### src/rtl/boot_sequencer_pkg.sv
// Shared types and defaults for the boot sequencer slice.
//   boot_state_t : run-controller FSM encoding
//   DEF_*        : default widths / timings used by the interface and top
//   max_u        : larger of two unsigned values (clear span sizing)
package boot_pkg;

  typedef enum logic [2:0] {
    CLR,
    RUN,
    DRAIN,
    FINISH,
    TIMEOUT
  } boot_state_t;

  localparam int unsigned DEF_DATA_W         = 8;
  localparam int unsigned DEF_DONE_HOLD      = 4;
  localparam int unsigned DEF_TIMEOUT_CYCLES = 500;

  function automatic int unsigned max_u(input int unsigned a, input int unsigned b);
    return (a > b) ? a : b;
  endfunction

endpackage

### src/rtl/boot_sequencer_if.sv
// Core / memory-clear bus between the boot sequencer and the processor core.
//   core_reset : 1 = core held in reset
//   core_done  : done flag from the core
//   rf_*       : register-file write port (we, waddr, wdata)
//   dm_*       : data-memory write port (we, addr, wdata)
// master = sequencer side, slave = core / memory side.
interface boot_sequencer_if
  import boot_pkg::*;
#(
  parameter int unsigned DATA_W   = DEF_DATA_W,
  parameter int unsigned RF_DEPTH = 16,
  parameter int unsigned DM_DEPTH = 256
);

  logic                        core_reset;
  logic                        core_done;
  logic                        rf_we;
  logic [$clog2(RF_DEPTH)-1:0] rf_waddr;
  logic [DATA_W-1:0]           rf_wdata;
  logic                        dm_we;
  logic [$clog2(DM_DEPTH)-1:0] dm_addr;
  logic [DATA_W-1:0]           dm_wdata;

  modport master (
    output core_reset, rf_we, rf_waddr, rf_wdata, dm_we, dm_addr, dm_wdata,
    input  core_done
  );

  modport slave (
    input  core_reset, rf_we, rf_waddr, rf_wdata, dm_we, dm_addr, dm_wdata,
    output core_done
  );

endinterface

### src/rtl/boot_sequencer_clear_walker.sv
// Clear-address walker: steps 0..N-1 (N = larger memory depth) while en is
// high, then raises a sticky finished flag until reset.
//   clk, reset      : system clock, synchronous active-high reset
//   en              : advance one address per edge
//   rf_addr/dm_addr : current address truncated to each memory's width
//   rf_en/dm_en     : current address lies inside that memory
//   finished        : address N-1 has already been issued
module clear_walker
  import boot_pkg::*;
#(
  parameter int unsigned RF_DEPTH = 16,
  parameter int unsigned DM_DEPTH = 256
) (
  input  logic                        clk,
  input  logic                        reset,
  input  logic                        en,
  output logic [$clog2(RF_DEPTH)-1:0] rf_addr,
  output logic [$clog2(DM_DEPTH)-1:0] dm_addr,
  output logic                        rf_en,
  output logic                        dm_en,
  output logic                        finished
);

  localparam int unsigned N  = max_u(RF_DEPTH, DM_DEPTH);
  localparam int unsigned AW = $clog2(N);

  logic [AW-1:0] cnt;
  logic          last;

  assign last = (cnt == AW'(N - 1));

  always_ff @(posedge clk) begin
    if (reset) begin
      cnt      <= '0;
      finished <= 1'b0;
    end else if (en && !finished) begin
      if (last) finished <= 1'b1;
      else      cnt      <= cnt + AW'(1);
    end
  end

  assign rf_en   = (32'(cnt) < RF_DEPTH);
  assign dm_en   = (32'(cnt) < DM_DEPTH);
  assign rf_addr = cnt[$clog2(RF_DEPTH)-1:0];
  assign dm_addr = cnt[$clog2(DM_DEPTH)-1:0];

endmodule

### src/rtl/boot_sequencer.sv
// Hardware run controller: zeroes register file and data memory, releases
// core reset, counts run cycles, qualifies core_done (minimum-run window plus
// drain delay) and flags a timeout if the core never finishes.
//   clk, reset  : system clock, synchronous active-high reset
//   bus         : core control and memory clear ports (master side)
//   done        : run completed normally (sticky until reset)
//   timeout     : run aborted by the cycle limit (sticky until reset)
//   cycle_count : run cycles elapsed (frozen on qualified done)
module boot_sequencer
  import boot_pkg::*;
#(
  parameter int unsigned DATA_W         = DEF_DATA_W,
  parameter int unsigned RF_DEPTH       = 16,
  parameter int unsigned DM_DEPTH       = 256,
  parameter int unsigned MIN_RUN        = 5,
  parameter int unsigned DONE_HOLD      = DEF_DONE_HOLD,
  parameter int unsigned TIMEOUT_CYCLES = DEF_TIMEOUT_CYCLES,
  parameter int unsigned CNT_W          = 16
) (
  input  logic                 clk,
  input  logic                 reset,
  boot_sequencer_if.master     bus,
  output logic                 done,
  output logic                 timeout,
  output logic [CNT_W-1:0]     cycle_count
);

  localparam int unsigned DW = $clog2(DONE_HOLD + 1);

  boot_state_t                 state;
  logic [DW-1:0]               dcnt;
  logic [DATA_W-1:0]           zero_word;
  logic [$clog2(RF_DEPTH)-1:0] w_rf_addr;
  logic [$clog2(DM_DEPTH)-1:0] w_dm_addr;
  logic                        w_rf_en;
  logic                        w_dm_en;
  logic                        w_finished;

  assign zero_word    = '0;
  assign bus.rf_wdata = zero_word;
  assign bus.dm_wdata = zero_word;

  clear_walker #(
    .RF_DEPTH (RF_DEPTH),
    .DM_DEPTH (DM_DEPTH)
  ) u_walker (
    .clk      (clk),
    .reset    (reset),
    .en       (state == CLR),
    .rf_addr  (w_rf_addr),
    .dm_addr  (w_dm_addr),
    .rf_en    (w_rf_en),
    .dm_en    (w_dm_en),
    .finished (w_finished)
  );

  always_ff @(posedge clk) begin
    if (reset) begin
      state          <= CLR;
      dcnt           <= '0;
      bus.core_reset <= 1'b1;
      bus.rf_we      <= 1'b0;
      bus.dm_we      <= 1'b0;
      bus.rf_waddr   <= '0;
      bus.dm_addr    <= '0;
      done           <= 1'b0;
      timeout        <= 1'b0;
      cycle_count    <= '0;
    end else begin
      case (state)
        CLR: begin
          // The walker runs one edge ahead of the registered write port, so
          // 'finished' is seen on the edge after the final write is issued.
          if (w_finished) begin
            state          <= RUN;
            bus.core_reset <= 1'b0;
            bus.rf_we      <= 1'b0;
            bus.dm_we      <= 1'b0;
          end else begin
            bus.rf_we    <= w_rf_en;
            bus.dm_we    <= w_dm_en;
            bus.rf_waddr <= w_rf_addr;
            bus.dm_addr  <= w_dm_addr;
          end
        end
        RUN: begin
          // Qualified done takes priority over the timeout limit.
          if (cycle_count >= CNT_W'(MIN_RUN) && bus.core_done) begin
            state <= DRAIN;
            dcnt  <= '0;
          end else if (cycle_count == CNT_W'(TIMEOUT_CYCLES - 1)) begin
            state          <= TIMEOUT;
            timeout        <= 1'b1;
            bus.core_reset <= 1'b1;
            cycle_count    <= CNT_W'(TIMEOUT_CYCLES);
          end else begin
            cycle_count <= cycle_count + CNT_W'(1);
          end
        end
        DRAIN: begin
          if (dcnt == DW'(DONE_HOLD - 1)) begin
            state          <= FINISH;
            done           <= 1'b1;
            bus.core_reset <= 1'b1;
          end else begin
            dcnt <= dcnt + DW'(1);
          end
        end
        FINISH, TIMEOUT: ;
        default: state <= CLR;
      endcase
    end
  end

endmodule

### src/flat_wrapper.sv
// flat-port wrapper written by rule: the top's interface ports become plain ports
module boot_sequencer_flat import boot_pkg::*;
#(
  parameter int unsigned DATA_W         = DEF_DATA_W,
  parameter int unsigned RF_DEPTH       = 16,
  parameter int unsigned DM_DEPTH       = 256,
  parameter int unsigned MIN_RUN        = 5,
  parameter int unsigned DONE_HOLD      = DEF_DONE_HOLD,
  parameter int unsigned TIMEOUT_CYCLES = DEF_TIMEOUT_CYCLES,
  parameter int unsigned CNT_W          = 16
)
  (clk, reset, done, timeout, cycle_count, bus_core_reset, bus_rf_we, bus_rf_waddr, bus_rf_wdata, bus_dm_we, bus_dm_addr, bus_dm_wdata, bus_core_done);
  boot_sequencer_if #(.DATA_W(DATA_W), .RF_DEPTH(RF_DEPTH), .DM_DEPTH(DM_DEPTH)) bus_i ();
  input  logic clk;
  input  logic reset;
  output logic done;
  output logic timeout;
  output logic [CNT_W-1:0] cycle_count;
  output wire logic [$bits(bus_i.core_reset)-1:0] bus_core_reset;
  output wire logic [$bits(bus_i.rf_we)-1:0] bus_rf_we;
  output wire logic [$bits(bus_i.rf_waddr)-1:0] bus_rf_waddr;
  output wire logic [$bits(bus_i.rf_wdata)-1:0] bus_rf_wdata;
  output wire logic [$bits(bus_i.dm_we)-1:0] bus_dm_we;
  output wire logic [$bits(bus_i.dm_addr)-1:0] bus_dm_addr;
  output wire logic [$bits(bus_i.dm_wdata)-1:0] bus_dm_wdata;
  input wire logic [$bits(bus_i.core_done)-1:0] bus_core_done;
  assign bus_core_reset = bus_i.core_reset;
  assign bus_rf_we = bus_i.rf_we;
  assign bus_rf_waddr = bus_i.rf_waddr;
  assign bus_rf_wdata = bus_i.rf_wdata;
  assign bus_dm_we = bus_i.dm_we;
  assign bus_dm_addr = bus_i.dm_addr;
  assign bus_dm_wdata = bus_i.dm_wdata;
  assign bus_i.core_done = bus_core_done;
  boot_sequencer #(.DATA_W(DATA_W), .RF_DEPTH(RF_DEPTH), .DM_DEPTH(DM_DEPTH), .MIN_RUN(MIN_RUN), .DONE_HOLD(DONE_HOLD), .TIMEOUT_CYCLES(TIMEOUT_CYCLES), .CNT_W(CNT_W)) u_core (.clk(clk), .reset(reset), .bus(bus_i), .done(done), .timeout(timeout), .cycle_count(cycle_count));
endmodule
### config.mk
export PLATFORM = sky130hd
export DESIGN_NAME = boot_sequencer_flat
export DESIGN_NICKNAME = d
export VERILOG_FILES = /design/src/rtl/boot_sequencer_pkg.sv /design/src/rtl/boot_sequencer_if.sv /design/src/rtl/boot_sequencer_clear_walker.sv /design/src/rtl/boot_sequencer.sv /design/src/flat_wrapper.sv
export SDC_FILE = /design/constraint.sdc
export NUM_CORES = 1
export LEC_CHECK = 0
export ABC_AREA = 1
export CAP_MARGIN = 10
export CORE_MARGIN = 8
export CORE_UTILIZATION = 50
export CTS_BUF_LIST = sky130_fd_sc_hd__clkbuf_16
export DETAILED_ROUTE_END_ITERATION = 7
export PLACE_DENSITY = 0.79
export SYNTH_ARGS = -nofsm -noshare
export SYNTH_HDL_FRONTEND = slang
export SYNTH_SLANG_ARGS = --single-unit
### constraint.sdc
create_clock -name clk -period 3.35 [get_ports clk]
set_clock_uncertainty 0.15 [all_clocks]
set_input_delay 0.335 -clock clk [delete_from_list [all_inputs] [get_ports clk]]
set_output_delay 0.335 -clock clk [all_outputs]
set_load 0.03 [all_outputs]
==> metrics <==
gr usage total=15.47%; Die Height=85.75 µm; Die Wd=85.75 µm; dpl ws=1127 ps; Design Power=1.825 mW; worst reg2reg setup slack=1120 ps; DRC errors left=0; Crit Path Max Fanout=13; Leak=1.188 nW; sequential-to-total area share from yosys stat=36.21%; core area=4723 µm²; Max clock buf depth=2; Clock Latency Late Sink=280 ps; depth of the worst hold-timing path=2; CP Class=reg2reg; GR Util met1=17.44%; Avg Cell Area, Syn=7.030 µm²; CP Launch Point=u_core.state[0]$_SDFFE_PP0P_; worst vdd ir=0.2609 mV; Syn. warnings=0; Yosys reg bits=44; Hold WS=310.2 ps; DR WL/cell=12.27 µm; Critical Path Max Stage Delay=400 ps; initial DRC count=117; Yosys top cell by area=dfxtp_1; Area contributors post-synth=dfxtp_1 (36%), nand2_1 (13%), nor2_1 (6.5%), buf_4 (6.2%), inv_1 (5.4%); Gate Count Post-Synth=346; Reg-to-Reg End=u_core.state[1]$_SDFFE_PP0P_; cell repeated most along the worst path=nand2_1; final worst slack=1117 ps; Clock Sinks=44; post-CTS sizing=0; Netlist Area Pre-Place=2432 µm²; RSZ-0062 raised after global routing=no; unique cell type count in the Yosys netlist=34; Layout area overhead=18.93%; top cell type's share of synthesized area=36.21%; status=finished, final reports clean; Final Wtd Congestion=0.8502; Arr. time, crit path=2260 ps; first-pass GRT wire length=9335 µm; Worst-Margin Slew=504.9 ps; maxcap violations=0; Pre-antenna DRT Iters=5; Post-CTS Setup Repair Bufs=0; relative slew slack=66.30%; final wirelength=5449 µm; Final Cycle Share=66.67%; H-Tree Depth=2; initial antenna violation count=0; Clk Tree Root Cell=clkbuf_16; Hold Crit Class=reg2reg; Ant. Diodes=0; Core Util, Final=61.25%; io pins=52; CTS tree=built; DRT antenna net count=0; Detailed Place HPWL=3928 µm; # setup viols final=0; Slew Limit Fails=0; GRT Max-Usage Layer=met2; Worst setup EP type=register; Port Buffer Count=35; final hold violations=0; f_max=447.8 MHz; global-route met2 utilization=26.23%; Req. time, crit path=3380 ps; met3 GRT Util=3.247%; Post-synth EDFFs=0; Rows=25; PD cells=630.9 nW/µm²; Critical Path, Cell by Cell=nor2_2 > nand2_1 > nor2_2 > inv_1 > nand3_1 > nand2_1 > nand2_1 > nand2_1 > nand2_1 > nor2_1; total negative setup slack=0 ps; Clk pin slew, worst setup/hold paths=60 ps; commonest non-fill, non-tap cells in the layout=nand2_1 (86), dfxtp_1 (44), nor2_1 (42); Initial Util=51.50%; asr flop ratio synth=0%; Layout Nets=385; DIE AREA=7352 µm²; hold path start=u_core.bus.core_reset$_SDFFE_PP1P_; startpoint types=register; CTS buffer count=5; routed vias/inst=4.856; worst r2r path cells=10; number of global-route vias before repair=2152; ys flop type=dfxtp_1; Min-Delay Endpoint=u_core.bus.core_reset$_SDFFE_PP1P_; slowest CP cell=nor2_2; GRT overflow=0; share of cells above drive strength 1=8.223%; DR vias=2156; largest net degree at the start of global routing=30; minimum clock period=2233 ps; hold buffers post-CTS=0; Reg2Reg Launch Point=u_core.state[0]$_SDFFE_PP0P_; most common cell after layout, fill and taps aside=nand2_1
cells by family after synthesis:
| logic type | share of synthesized area [%] |
|---|---|
| AND/OR/NAND/NOR | 29.89 |
| AO/OA/AOI/OAI | 12.45 |
| flip-flops | 36.21 |
| buffers and inverters | 13.89 |
| XOR/XNOR | 4.321 |
| adder cells (fa/ha/maj) | 3.086 |
| other | 0.1542 |
worst max-delay path: cells and delay by family, from the launching register on:
kind | cells | cell delay [ps]
buf+inv | 1 | 350
flops | 1 | 350
simple gates | 9 | 1260
how the worst max path moves through the flow:
stage / end / slack [ps] / cells after the start
CTS: u_core.state[1]$_SDFFE_PP0P_ / 1110 / 10
global route: u_core.state[1]$_SDFFE_PP0P_ / 770 / 10
floorplan: u_core.state[2]$_SDFFE_PP0P_ / 1460 / 11
finish: u_core.state[1]$_SDFFE_PP0P_ / 1120 / 10
global placement: u_core.state[2]$_SDFFE_PP0P_ / 1160 / 10
detailed placement: u_core.state[0]$_SDFFE_PP0P_ / 1130 / 10
layout make-up:
| type | instances | area (µm²) |
|---|---|---|
| Timing Repair Buffer | 36 | 357.8 |
| Multi-Input combinational cell | 253 | 1270 |
| Clock inverter | 3 | 38.79 |
| Inverter | 36 | 136.4 |
| Clock buffer | 5 | 125.1 |
| Fill cell | 402 | 1831 |
| Tap cell | 67 | 83.83 |
| Sequential cell | 44 | 880.8 |
cells in the mapped netlist (6+ instances only):
cell     instances
a21oi_1         26
a21oi_2          8
buf_4           20
dfxtp_1         44
ha_1             6
inv_1           35
nand2_1         86
nand3_1         14
nor2_1          42
nor3_1           6
o21ai_0         13
xor2_1          10
per-stage QoR:
stage          std cells  area [µm²]
2_1_floorplan        361        2489
3_3_place_gp         436        2729
3_5_place_dp         436        2729
4_1_cts              444        2893
5_1_grt              444        2893
6_report             444        2893
power breakdown:
group	total, mW	switching, mW	internal [mW]
Combinational	0.633	0.432	0.201
Clock	0.542	0.195	0.347
Sequential	0.650	0.0546	0.595
Total	1.83	0.681	1.14
state kept, by name, summed over array words and instances, names as in the netlist:
register	count
u_core.bus.core_reset	1
u_core.bus.dm_addr	8
u_core.bus.rf_we	1
u_core.state	3
u_core.done	1
u_core.dcnt	3
u_core.timeout	1
u_core.u_walker.finished	1
u_core.bus.dm_we	1
u_core.u_walker.dm_addr	8
u_core.cycle_count	16
per-layer routing:
| metal | part of all wire, % | wire length (µm) |
|---|---|---|
| met5 | 0 | 0 |
| met3 | 7.3 | 397 |
| met2 | 48 | 2590 |
| met1 | 44 | 2390 |
| met4 | 1.3 | 70 |
Power figures use the tool's default switching activity.
